$ cat src/rtl/mem_stage_pkg.sv
// Shared types and constants for the memory-access pipeline stage.
// Optional misaligned-load detection is enabled with MEM_ALIGN_CHECK_EN.
package mem_stage_pkg;

   localparam int DATA_W       = 32;
   localparam int EX_TO_MEM_WD = 79;
   localparam int MEM_TO_WB_WD = 70;

   localparam logic STOP    = 1'b1;
   localparam logic NO_STOP = 1'b0;

   typedef enum logic [2:0] {
      OP_LW  = 3'b000,
      OP_LB  = 3'b001,
      OP_LBU = 3'b010,
      OP_LH  = 3'b011,
      OP_LHU = 3'b100
   } mem_op_e;

   typedef enum logic [1:0] {
      S_IDLE  = 2'd0,
      S_WAIT  = 2'd1,
      S_DONE  = 2'd2,
      S_DRAIN = 2'd3
   } mem_state_e;

   typedef struct packed {
      logic [31:0] pc;
      logic [2:0]  mem_op;
      logic        ram_en;
      logic [3:0]  ram_wen;
      logic        sel_rf_res;
      logic        rf_we;
      logic [4:0]  rf_waddr;
      logic [31:0] result;
   } ex_mem_t;

   typedef struct packed {
      logic [31:0] pc;
      logic        rf_we;
      logic [4:0]  rf_waddr;
      logic [31:0] rf_wdata;
   } mem_wb_t;

endpackage

$ cat src/rtl/mem_stage_if.sv
// Bus bundle between the pipeline, the data SRAM response and mem_stage.
// Carries mem_adel only when MEM_ALIGN_CHECK_EN is defined.
interface mem_stage_if;
   import mem_stage_pkg::*;

   logic [5:0]              stall;
   logic                    flush;
   logic [EX_TO_MEM_WD-1:0] ex_to_mem_bus;
   logic [DATA_W-1:0]       data_sram_rdata;
   logic                    data_sram_data_ok;
   logic [MEM_TO_WB_WD-1:0] mem_to_wb_bus;
   logic [DATA_W-1:0]       MEM_ID;
   logic                    MEM_wb_en;
   logic [4:0]              MEM_wb_r;
   logic                    MEM_sel_rf_res;
   logic                    stallreq_for_mem;
`ifdef MEM_ALIGN_CHECK_EN
   logic                    mem_adel;
`endif

   modport slave (
      input  stall, flush, ex_to_mem_bus,
      input  data_sram_rdata, data_sram_data_ok,
      output mem_to_wb_bus, MEM_ID, MEM_wb_en,
      output MEM_wb_r, MEM_sel_rf_res, stallreq_for_mem
`ifdef MEM_ALIGN_CHECK_EN
      , output mem_adel
`endif
   );

   modport master (
      output stall, flush, ex_to_mem_bus,
      output data_sram_rdata, data_sram_data_ok,
      input  mem_to_wb_bus, MEM_ID, MEM_wb_en,
      input  MEM_wb_r, MEM_sel_rf_res, stallreq_for_mem
`ifdef MEM_ALIGN_CHECK_EN
      , input mem_adel
`endif
   );

endinterface

$ cat src/rtl/mem_stage_load_ext.sv
// Load lane selection and sign/zero extension (little-endian).
// Unlisted mem_op codes return the full word.
module load_ext
   import mem_stage_pkg::*;
(
   input  logic [2:0]  op_i,
   input  logic [1:0]  addr_i,
   input  logic [31:0] rdata_i,
   output logic [31:0] data_o
);

   logic [7:0]  byte_w;
   logic [15:0] half_w;

   always_comb begin
      byte_w = rdata_i[7:0];
      unique case (addr_i)
         2'd1:    byte_w = rdata_i[15:8];
         2'd2:    byte_w = rdata_i[23:16];
         2'd3:    byte_w = rdata_i[31:24];
         default: byte_w = rdata_i[7:0];
      endcase
      half_w = addr_i[1] ? rdata_i[31:16] : rdata_i[15:0];
   end

   always_comb begin
      data_o = rdata_i;
      unique case (1'b1)
         (op_i == OP_LB):  data_o = {{24{byte_w[7]}}, byte_w};
         (op_i == OP_LBU): data_o = {24'd0, byte_w};
         (op_i == OP_LH):  data_o = {{16{half_w[15]}}, half_w};
         (op_i == OP_LHU): data_o = {16'd0, half_w};
         default:          data_o = rdata_i;
      endcase
   end

endmodule

$ cat src/rtl/mem_stage.sv
// Memory-access stage: registers the EX bus, completes loads against a
// variable-latency SRAM response. MEM_ALIGN_CHECK_EN adds misaligned-load kill.
module mem_stage
   import mem_stage_pkg::*;
(
   input  logic      clk,
   input  logic      resetn,
   mem_stage_if.slave bus_if
);

   ex_mem_t     bus_q, bus_d;
   mem_state_e  state_q;
   logic [31:0] buf_q;
   logic [31:0] ld_src;
   logic [31:0] ld_data;
   logic [31:0] wdata;
   logic        is_load;
   logic        stallreq;
   logic        we_eff;
   logic        data_ok;
   logic        stall_me;

   assign data_ok  = bus_if.data_sram_data_ok;
   assign stall_me = bus_if.stall[3];

   always_comb begin
      bus_d = bus_q;
      if (bus_if.flush)
         bus_d = '0;
      else if (stall_me == STOP && bus_if.stall[4] == NO_STOP)
         bus_d = '0;
      else if (stall_me == NO_STOP)
         bus_d = ex_mem_t'(bus_if.ex_to_mem_bus);
   end

   always_ff @(posedge clk or negedge resetn) begin
      if (!resetn)
         bus_q <= '0;
      else
         bus_q <= bus_d;
   end

   assign is_load = bus_q.ram_en & (bus_q.ram_wen == 4'd0)
                  & bus_q.sel_rf_res;

   // A response captured while this stage is stalled lives in buf_q.
   always_ff @(posedge clk or negedge resetn) begin
      if (!resetn) begin
         state_q <= S_IDLE;
         buf_q   <= '0;
      end else begin
         unique case (state_q)
            S_IDLE: begin
               if (is_load) begin
                  if (data_ok) begin
                     if (stall_me && !bus_if.flush) begin
                        buf_q   <= bus_if.data_sram_rdata;
                        state_q <= S_DONE;
                     end
                  end else begin
                     state_q <= bus_if.flush ? S_DRAIN : S_WAIT;
                  end
               end
            end
            S_WAIT: begin
               if (data_ok) begin
                  if (stall_me && !bus_if.flush) begin
                     buf_q   <= bus_if.data_sram_rdata;
                     state_q <= S_DONE;
                  end else begin
                     state_q <= S_IDLE;
                  end
               end else if (bus_if.flush) begin
                  state_q <= S_DRAIN;
               end
            end
            S_DONE: begin
               if (!stall_me || bus_if.flush)
                  state_q <= S_IDLE;
            end
            S_DRAIN: begin
               if (data_ok)
                  state_q <= S_IDLE;
            end
            default: state_q <= S_IDLE;
         endcase
      end
   end

   always_comb begin
      stallreq = 1'b0;
      ld_src   = bus_if.data_sram_rdata;
      unique case (state_q)
         S_IDLE:  stallreq = is_load & ~data_ok;
         S_WAIT:  stallreq = ~data_ok;
         S_DONE:  ld_src   = buf_q;
         S_DRAIN: stallreq = is_load;
         default: stallreq = 1'b0;
      endcase
   end

   load_ext u_load_ext (
      .op_i    (bus_q.mem_op),
      .addr_i  (bus_q.result[1:0]),
      .rdata_i (ld_src),
      .data_o  (ld_data)
   );

   assign wdata = is_load ? ld_data : bus_q.result;

`ifdef MEM_ALIGN_CHECK_EN
   logic op_half;
   logic op_sub;
   logic misalign;

   assign op_half  = (bus_q.mem_op == OP_LH) | (bus_q.mem_op == OP_LHU);
   assign op_sub   = op_half | (bus_q.mem_op == OP_LB)
                   | (bus_q.mem_op == OP_LBU);
   assign misalign = is_load
                   & ((op_half & bus_q.result[0])
                   |  (~op_sub & (bus_q.result[1:0] != 2'd0)));
   assign we_eff          = bus_q.rf_we & ~misalign;
   assign bus_if.mem_adel = misalign;
`else
   assign we_eff = bus_q.rf_we;
`endif

   assign bus_if.mem_to_wb_bus    = mem_wb_t'({bus_q.pc, we_eff,
                                               bus_q.rf_waddr, wdata});
   assign bus_if.MEM_ID           = wdata;
   assign bus_if.MEM_wb_en        = we_eff;
   assign bus_if.MEM_wb_r         = bus_q.rf_waddr;
   assign bus_if.MEM_sel_rf_res   = bus_q.sel_rf_res;
   assign bus_if.stallreq_for_mem = stallreq;

endmodule
$ cat src/flat_wrapper.sv
// flat-port wrapper written by rule: the top's interface ports become plain ports
module mem_stage_flat import mem_stage_pkg::*;
  (clk, resetn, bus_if_stall, bus_if_flush, bus_if_ex_to_mem_bus, bus_if_data_sram_rdata, bus_if_data_sram_data_ok, bus_if_mem_to_wb_bus, bus_if_MEM_ID, bus_if_MEM_wb_en, bus_if_MEM_wb_r, bus_if_MEM_sel_rf_res, bus_if_stallreq_for_mem);
  mem_stage_if bus_if_i ();
  input  logic clk;
  input  logic resetn;
  input wire logic [$bits(bus_if_i.stall)-1:0] bus_if_stall;
  input wire logic [$bits(bus_if_i.flush)-1:0] bus_if_flush;
  input wire logic [$bits(bus_if_i.ex_to_mem_bus)-1:0] bus_if_ex_to_mem_bus;
  input wire logic [$bits(bus_if_i.data_sram_rdata)-1:0] bus_if_data_sram_rdata;
  input wire logic [$bits(bus_if_i.data_sram_data_ok)-1:0] bus_if_data_sram_data_ok;
  output wire logic [$bits(bus_if_i.mem_to_wb_bus)-1:0] bus_if_mem_to_wb_bus;
  output wire logic [$bits(bus_if_i.MEM_ID)-1:0] bus_if_MEM_ID;
  output wire logic [$bits(bus_if_i.MEM_wb_en)-1:0] bus_if_MEM_wb_en;
  output wire logic [$bits(bus_if_i.MEM_wb_r)-1:0] bus_if_MEM_wb_r;
  output wire logic [$bits(bus_if_i.MEM_sel_rf_res)-1:0] bus_if_MEM_sel_rf_res;
  output wire logic [$bits(bus_if_i.stallreq_for_mem)-1:0] bus_if_stallreq_for_mem;
  assign bus_if_i.stall = bus_if_stall;
  assign bus_if_i.flush = bus_if_flush;
  assign bus_if_i.ex_to_mem_bus = bus_if_ex_to_mem_bus;
  assign bus_if_i.data_sram_rdata = bus_if_data_sram_rdata;
  assign bus_if_i.data_sram_data_ok = bus_if_data_sram_data_ok;
  assign bus_if_mem_to_wb_bus = bus_if_i.mem_to_wb_bus;
  assign bus_if_MEM_ID = bus_if_i.MEM_ID;
  assign bus_if_MEM_wb_en = bus_if_i.MEM_wb_en;
  assign bus_if_MEM_wb_r = bus_if_i.MEM_wb_r;
  assign bus_if_MEM_sel_rf_res = bus_if_i.MEM_sel_rf_res;
  assign bus_if_stallreq_for_mem = bus_if_i.stallreq_for_mem;
  mem_stage u_core (.clk(clk), .resetn(resetn), .bus_if(bus_if_i));
endmodule
$ cat config.mk
export PLATFORM = sky130hd
export DESIGN_NAME = mem_stage_flat
export DESIGN_NICKNAME = d
export VERILOG_FILES = /design/src/rtl/mem_stage_pkg.sv /design/src/rtl/mem_stage_if.sv /design/src/rtl/mem_stage_load_ext.sv /design/src/rtl/mem_stage.sv /design/src/flat_wrapper.sv
export SDC_FILE = /design/constraint.sdc
export NUM_CORES = 1
export LEC_CHECK = 0
export BUFFER_PORTS_ARGS = -buffer_cell sky130_fd_sc_hd__buf_2
export CORE_MARGIN = 10
export CORE_UTILIZATION = 30
export CTS_BUF_LIST = sky130_fd_sc_hd__clkbuf_4 sky130_fd_sc_hd__clkbuf_8 sky130_fd_sc_hd__clkbuf_16
export CTS_CLUSTER_SIZE = 30
export DETAILED_ROUTE_END_ITERATION = 10
export SYNTH_ARGS = -nofsm -noshare
export SYNTH_HDL_FRONTEND = slang
export SYNTH_HIERARCHICAL = 1
export SYNTH_SLANG_ARGS = --single-unit
$ cat constraint.sdc
create_clock -name clk -period 5.3 [get_ports clk]
set_clock_uncertainty 0.1 [all_clocks]
set_input_delay 0.53 -clock clk [delete_from_list [all_inputs] [get_ports clk]]
set_output_delay 0.53 -clock clk [all_outputs]
set_load 0.05 [all_outputs]
Word level (Yosys, flattened, before mapping)
Index checks and enable logic that the tools add are counted.
- bitwise gates (word level): 5
- reduce and logical (&&, ||, !) cells: 10
- eq/ne operators: 16
- mux-type cells: 23
- operators by type and width (kind ; number):
    79-bit 2-to-1 mux ; 3
    32-bit 2-to-1 mux ; 5
    32-bit case mux with 4 select lines ; 1
    32-bit case mux with 2 select lines ; 1
    8-bit case mux with 3 select lines ; 1
    2-bit 2-to-1 mux ; 9
    16-bit 2-to-1 mux ; 1
    2-bit equality test (second input constant) ; 4
    2-bit case mux with 4 select lines ; 1
    3-bit by 2-bit equality test with 1-bit output (second input constant) ; 2
    5-bit AND reduction ; 1
    2-bit by 1-bit equality test with 1-bit output (second input constant) ; 2
    4-bit zero test ; 1
    2-bit by 1-bit inequality test with 1-bit output (second input constant) ; 2
    1-bit bitwise AND ; 3
    3-bit by 1-bit equality test with 1-bit output (second input constant) ; 1
    3-bit equality test (second input constant) ; 1
    3-bit by 1-bit inequality test with 1-bit output (second input constant) ; 1
    3-bit by 2-bit inequality test with 1-bit output (second input constant) ; 1
    3-bit inequality test (second input constant) ; 1
    1-bit case mux with 3 select lines ; 1
    1-bit logical AND ; 2
    1-bit zero test ; 2
    2-bit zero test ; 1
    5 further kinds ; 6
- bits of input ports: 121
- register bits after elaboration: 113
- output and inout port bits: 110
- logic and storage cells: 64

Depth between registers and ports, before layout
- word-level depth: 6
- mapped depth: 11
- mapped depth without buffers: 8

Modules after synthesis
Netlist, hierarchy kept.
- modules (own cells, without submodules) (module ; seq. area each (sq um) ; area each (sq um) ; cells each ; times used):
    mem_stage ; 2827.7 ; 5421.4 ; 409 ; 1
    load_ext ; 0.0 ; 868.3 ; 109 ; 1

Worst setup path before layout
No wires, ideal clock.
- path kind: reg-to-output
- start: register u_core.state_q[1]
- end: output bus_if_mem_to_wb_bus[31]
- buffers on the path: 4
- stages on the path, launching flop included: 12
- slack: 1.812 ns
- arrival time: 2.858 ns
- required time: 4.670 ns
- cells stage by stage: dfrtp_1 clkbuf_1 nand2_1 buf_1 mux2_2 mux2i_1 o32a_2 o31ai_4 buf_8 a21o_1 mux2_2 buf_4
- cells in the longest elaborated chain, start to end: 5
- elaborated cells between the ends (all ways): 6
- classes of those cells: eq/ne: 1; mux: 5
- RTL lines (what ; RTL line ; RTL):
    start: declaration ; mem_stage.sv:12 ; mem_state_e state_q;
    start signal: assignment ; mem_stage.sv:61 ; state_q <= bus_if.flush ? S_DRAIN : S_WAIT;
    2-bit equality test (*) ; mem_stage.sv:93 ; unique case (state_q)
    32-bit 2-to-1 mux (*) ; mem_stage.sv:93 ;
    net u_core.ld_src[15] ; mem_stage.sv:14 ; logic [31:0] ld_src;
    8-bit case mux with 3 select lines / 16-bit 2-to-1 mux (equally long branches) ; mem_stage_load_ext.sv:17, mem_stage_load_ext.sv:23 ;
    32-bit case mux with 4 select lines (*) ; mem_stage_load_ext.sv:28 ; unique case (1'b1)
    net u_core.ld_data[31] ; mem_stage.sv:15 ; logic [31:0] ld_data;
    32-bit 2-to-1 mux (*) ; mem_stage.sv:109 ; assign wdata = is_load ? ld_data : bus_q.result;
    end: declaration ; flat_wrapper.sv:12 ; output wire logic [$bits(bus_if_i.mem_to_wb_bus)-1:0] bus_if_mem_to_wb_bus;
The timed path passes the listed nets; every way through them passes the cells marked *.

Worst setup path after layout
- start: register u_core.state_q[1]
- end: output bus_if_MEM_ID[2]
- cells in the longest elaborated chain, start to end: 5
- elaborated cells between the ends (all ways): 6
- classes of those cells: eq/ne: 1; mux: 5
- RTL lines (what ; RTL line ; RTL):
    2-bit equality test ; mem_stage.sv:93 ;
    32-bit 2-to-1 mux ; mem_stage.sv:93 ;
    net u_core.ld_src[26] ; mem_stage.sv:14 ;
    8-bit case mux with 3 select lines ; mem_stage_load_ext.sv:17 ; unique case (addr_i)
    32-bit case mux with 4 select lines ; mem_stage_load_ext.sv:28 ;
    net u_core.ld_data[2] ; mem_stage.sv:15 ;
    32-bit 2-to-1 mux ; mem_stage.sv:109 ;
    end: declaration ; flat_wrapper.sv:13 ; output wire logic [$bits(bus_if_i.MEM_ID)-1:0] bus_if_MEM_ID;
The timed path passes the listed nets, and every way through them passes these cells.

==> run summary <==
Pint -> 1.85 mW
DRC viols -> 0
unrepaired setup endpoints after global routing -> no
worst-path cell chain -> nand2_1, buf_4, mux2_2, mux4_2, a22oi_1, nand2_1, mux2_2, buf_2
NetSw -> 0.787 mW
Die X -> 165 um
Slew HR -> 0.239
initial DRC count -> 322
postcts setup bufs -> 0
Synth Instances -> 518
VDD IR max -> 0.159 mV
combinational share of power -> 0.184
DP HPWL -> 14300 um
grt ovf -> 0
Slew Limit Fails -> 0
Seq pwr share -> 0.365
switch share -> 0.298
Max Clock Freq -> 228 MHz
post-CTS sizing -> 0
worst r2r dst -> u_core/state_q[0]
I/O pins -> 231
Setup crit start kind -> flip-flop
Critical-path top delay cell -> nand2_1
post-placement setup slack -> 1320 ps
R2R setup slack -> 2800 ps
Die Y -> 165 um
first-pass GRT wire length -> 29100 um
Clk Latency, worst-skew pair -> 410 ps
min Tclk post-route -> 4400 ps
layout cell share with drive strength beyond 1 -> 0.563
Post-synth EDFFs -> 0
sequential area share after synthesis -> 0.450
largest net degree at the start of global routing -> 70
power density cells -> 343 mW/mm^2
Vias/cell -> 4.85
I/O Buffers -> 226
Synth-to-Final Area Change -> 22.3%
area of the core -> 0.0204 mm^2
DRT Wirelength -> 19000 um
Row Count -> 52
Overall Global Routing Usage -> 0.139
Yosys warning total -> 6
wire per inst -> 20.2 um
GPL Wtd Cong -> 0.785
CTS sink count -> 113
antenna violations before repair -> 2
Seq cells post-synth -> 113
WP data required -> 4670 ps
FFs w/ async S/R, synth -> 1.00
die area -> 0.0272 mm^2
period utilisation layout -> 0.829
worst reg-to-reg path cell count -> 4
Clk network pwr share -> 0.451
# nets final -> 778
# hold bufs at CTS -> 0
DRT Pass-1 Iters -> 5
Final Setup Violations -> 0
Avg Inst Size Synth -> 12.1 um^2
CTS H-tree lvls -> 4
CTS tree -> yes
Crit Path Category -> reg2out
CTS root buffer -> clkbuf_16
Worst EP arrival -> 3770 ps
syn_nets -> 639
Final ANT Viol Nets -> 0
initial core utilization -> 0.308
Vias -> 4563
Top FF cell, synth -> dfrtp_1
RR Startpoint -> u_core/bus_q[40]
slew at the pin with the worst max-slew slack -> 1140 ps
CP peak stage delay -> 860 ps
number of distinct library cells after synthesis -> 47
Reg clk slew, reported paths -> 60 ps
Clock Tree Buf Depth -> 2
Max-Cap Viols -> 0
LEAKAGE -> 4.03 nW
setup TNS -> 0 ps
number of global-route vias before repair -> 4997
CTS Buf Count -> 17
worst-path fanout max -> 25
HP Class -> in2async
final hold violations -> 0
final setup margin -> 905 ps
Synth Cell Area -> 0.00629 mm^2
critical path endpoint category -> primary output
status -> complete, no violations
-- how the worst max path moves through the flow --
stage | cells past startpoint | slack [ps] | startpoint | end
5_1_grt | 8 | 700 | u_core/state_q[1] | bus_if_mem_to_wb_bus[2]
6_report | 8 | 900 | u_core/state_q[1] | bus_if_MEM_ID[2]
3_5_place_dp | 8 | 1320 | u_core/state_q[1] | bus_if_MEM_ID[4]
3_3_place_gp | 8 | 1330 | u_core/state_q[1] | bus_if_MEM_ID[4]
4_1_cts | 8 | 860 | u_core/state_q[1] | bus_if_MEM_ID[2]
2_1_floorplan | 11 | 1810 | u_core/state_q[1] | bus_if_mem_to_wb_bus[31]
-- flip-flops by register name, indices dropped and copies added (netlist names) --
| register | cells |
|---|---|
| u_core/state_q | 2 |
| u_core/bus_if.MEM_sel_rf_res | 1 |
| u_core/bus_if.mem_to_wb_bus | 32 |
| u_core/bus_q | 40 |
| u_core/bus_if.MEM_wb_r | 5 |
| u_core/bus_if.MEM_wb_en | 1 |
| u_core/buf_q | 32 |
-- final cells by class --
class	count	area [um^2]
antenna	1	2.50
clock buffer	18	439
clock inverter	14	180
fill	2054	12700
inverter	3	11.3
multi-input combinational	289	2710
sequential	113	2830
tap	270	338
timing repair buffer	233	1190
-- layer usage --
| layer | part of all wire | global-route usage | vias up | routed length [um] |
|---|---|---|---|---|
| met1 | 0.45 | 0.175 | 2236 | 8510 |
| li1 | - | - | 2156 | - |
| met4 | 0.011 | 0.0378 | 2 | 207 |
| met3 | 0.062 | 0.0485 | 18 | 1190 |
| met5 | 0.00068 | 0 | - | 13 |
| met2 | 0.48 | 0.221 | 151 | 9100 |
-- power by group through the flow --
stage / Clock, mW / Combinational, mW / Sequential [mW]
after global placement: 0 / 0.489 / 0.975
after global routing: 1.27 / 0.520 / 0.972
after CTS: 1.22 / 0.495 / 0.963
after detailed placement: 0 / 0.495 / 0.978
final: 1.19 / 0.486 / 0.963
after floorplan: 0 / 0.378 / 0.965
-- Yosys cell counts, types with 2 or more instances --
cell type | n | area, um^2
a21o_1 | 17 | 128
a21oi_1 | 3 | 15.0
a221o_1 | 7 | 70.1
a22o_1 | 79 | 692
a22oi_1 | 8 | 60.1
a32oi_1 | 8 | 70.1
and2_1 | 2 | 12.5
buf_1 | 5 | 18.8
buf_2 | 7 | 35.0
buf_4 | 75 | 563
buf_6 | 4 | 45.0
clkbuf_1 | 21 | 78.8
dfrtp_1 | 113 | 2830
inv_1 | 3 | 11.3
mux2_2 | 96 | 1080
mux2i_1 | 4 | 40.0
mux4_2 | 7 | 158
nand2_1 | 20 | 75.1
nand2b_1 | 3 | 18.8
nand3_1 | 2 | 10.0
nor2_1 | 2 | 7.51
o21ai_0 | 7 | 35.0
-- critical path, delay by kind of cell (launching register included) --
kind / cells / cell delay, ps
mux: 3 / 1170
simple gates: 2 / 970
buf+inv: 2 / 550
flops: 1 / 470
compound gates: 1 / 170
-- logic make-up after synthesis --
family | count (synthesis) | synth area share
AO/OA/AOI/OAI | 139 | 0.185
XOR/XNOR | 1 | 0.00139
buffers and inverters | 116 | 0.122
flip-flops | 113 | 0.450
multiplexers | 108 | 0.205
AND/OR/NAND/NOR | 41 | 0.0372
-- cells in the final DEF, fill, tap and decap left out, types with 4 or more instances in the layout --
cell type | synthesis | layout
a221o_1 | 7 | 7
o21ai_0 | 7 | 7
buf_2 | 7 | 225
mux4_2 | 7 | 7
mux2_2 | 96 | 96
nand2_1 | 20 | 20
dfrtp_1 | 113 | 113
clkinv_4 | 0 | 5
clkbuf_16 | 0 | 17
a32oi_1 | 8 | 8
a22oi_1 | 8 | 8
a22o_1 | 79 | 79
buf_4 | 75 | 8
a21o_1 | 17 | 17
mux2i_1 | 4 | 4
-- metrics by stage --
step	util	hold slack (ps)	cells	power, mW	instance area, um^2
3_3_place_gp	0.346	367	908	1.46	7070
3_5_place_dp	0.346	387	908	1.47	7070
4_1_cts	0.376	48.2	940	2.68	7690
6_report	0.377	26.7	941	2.64	7690
5_1_grt	0.377	54.2	941	2.76	7690
2_1_floorplan	-	134	518	1.34	6290
Note: power is estimated with default switching activity, not from simulation.
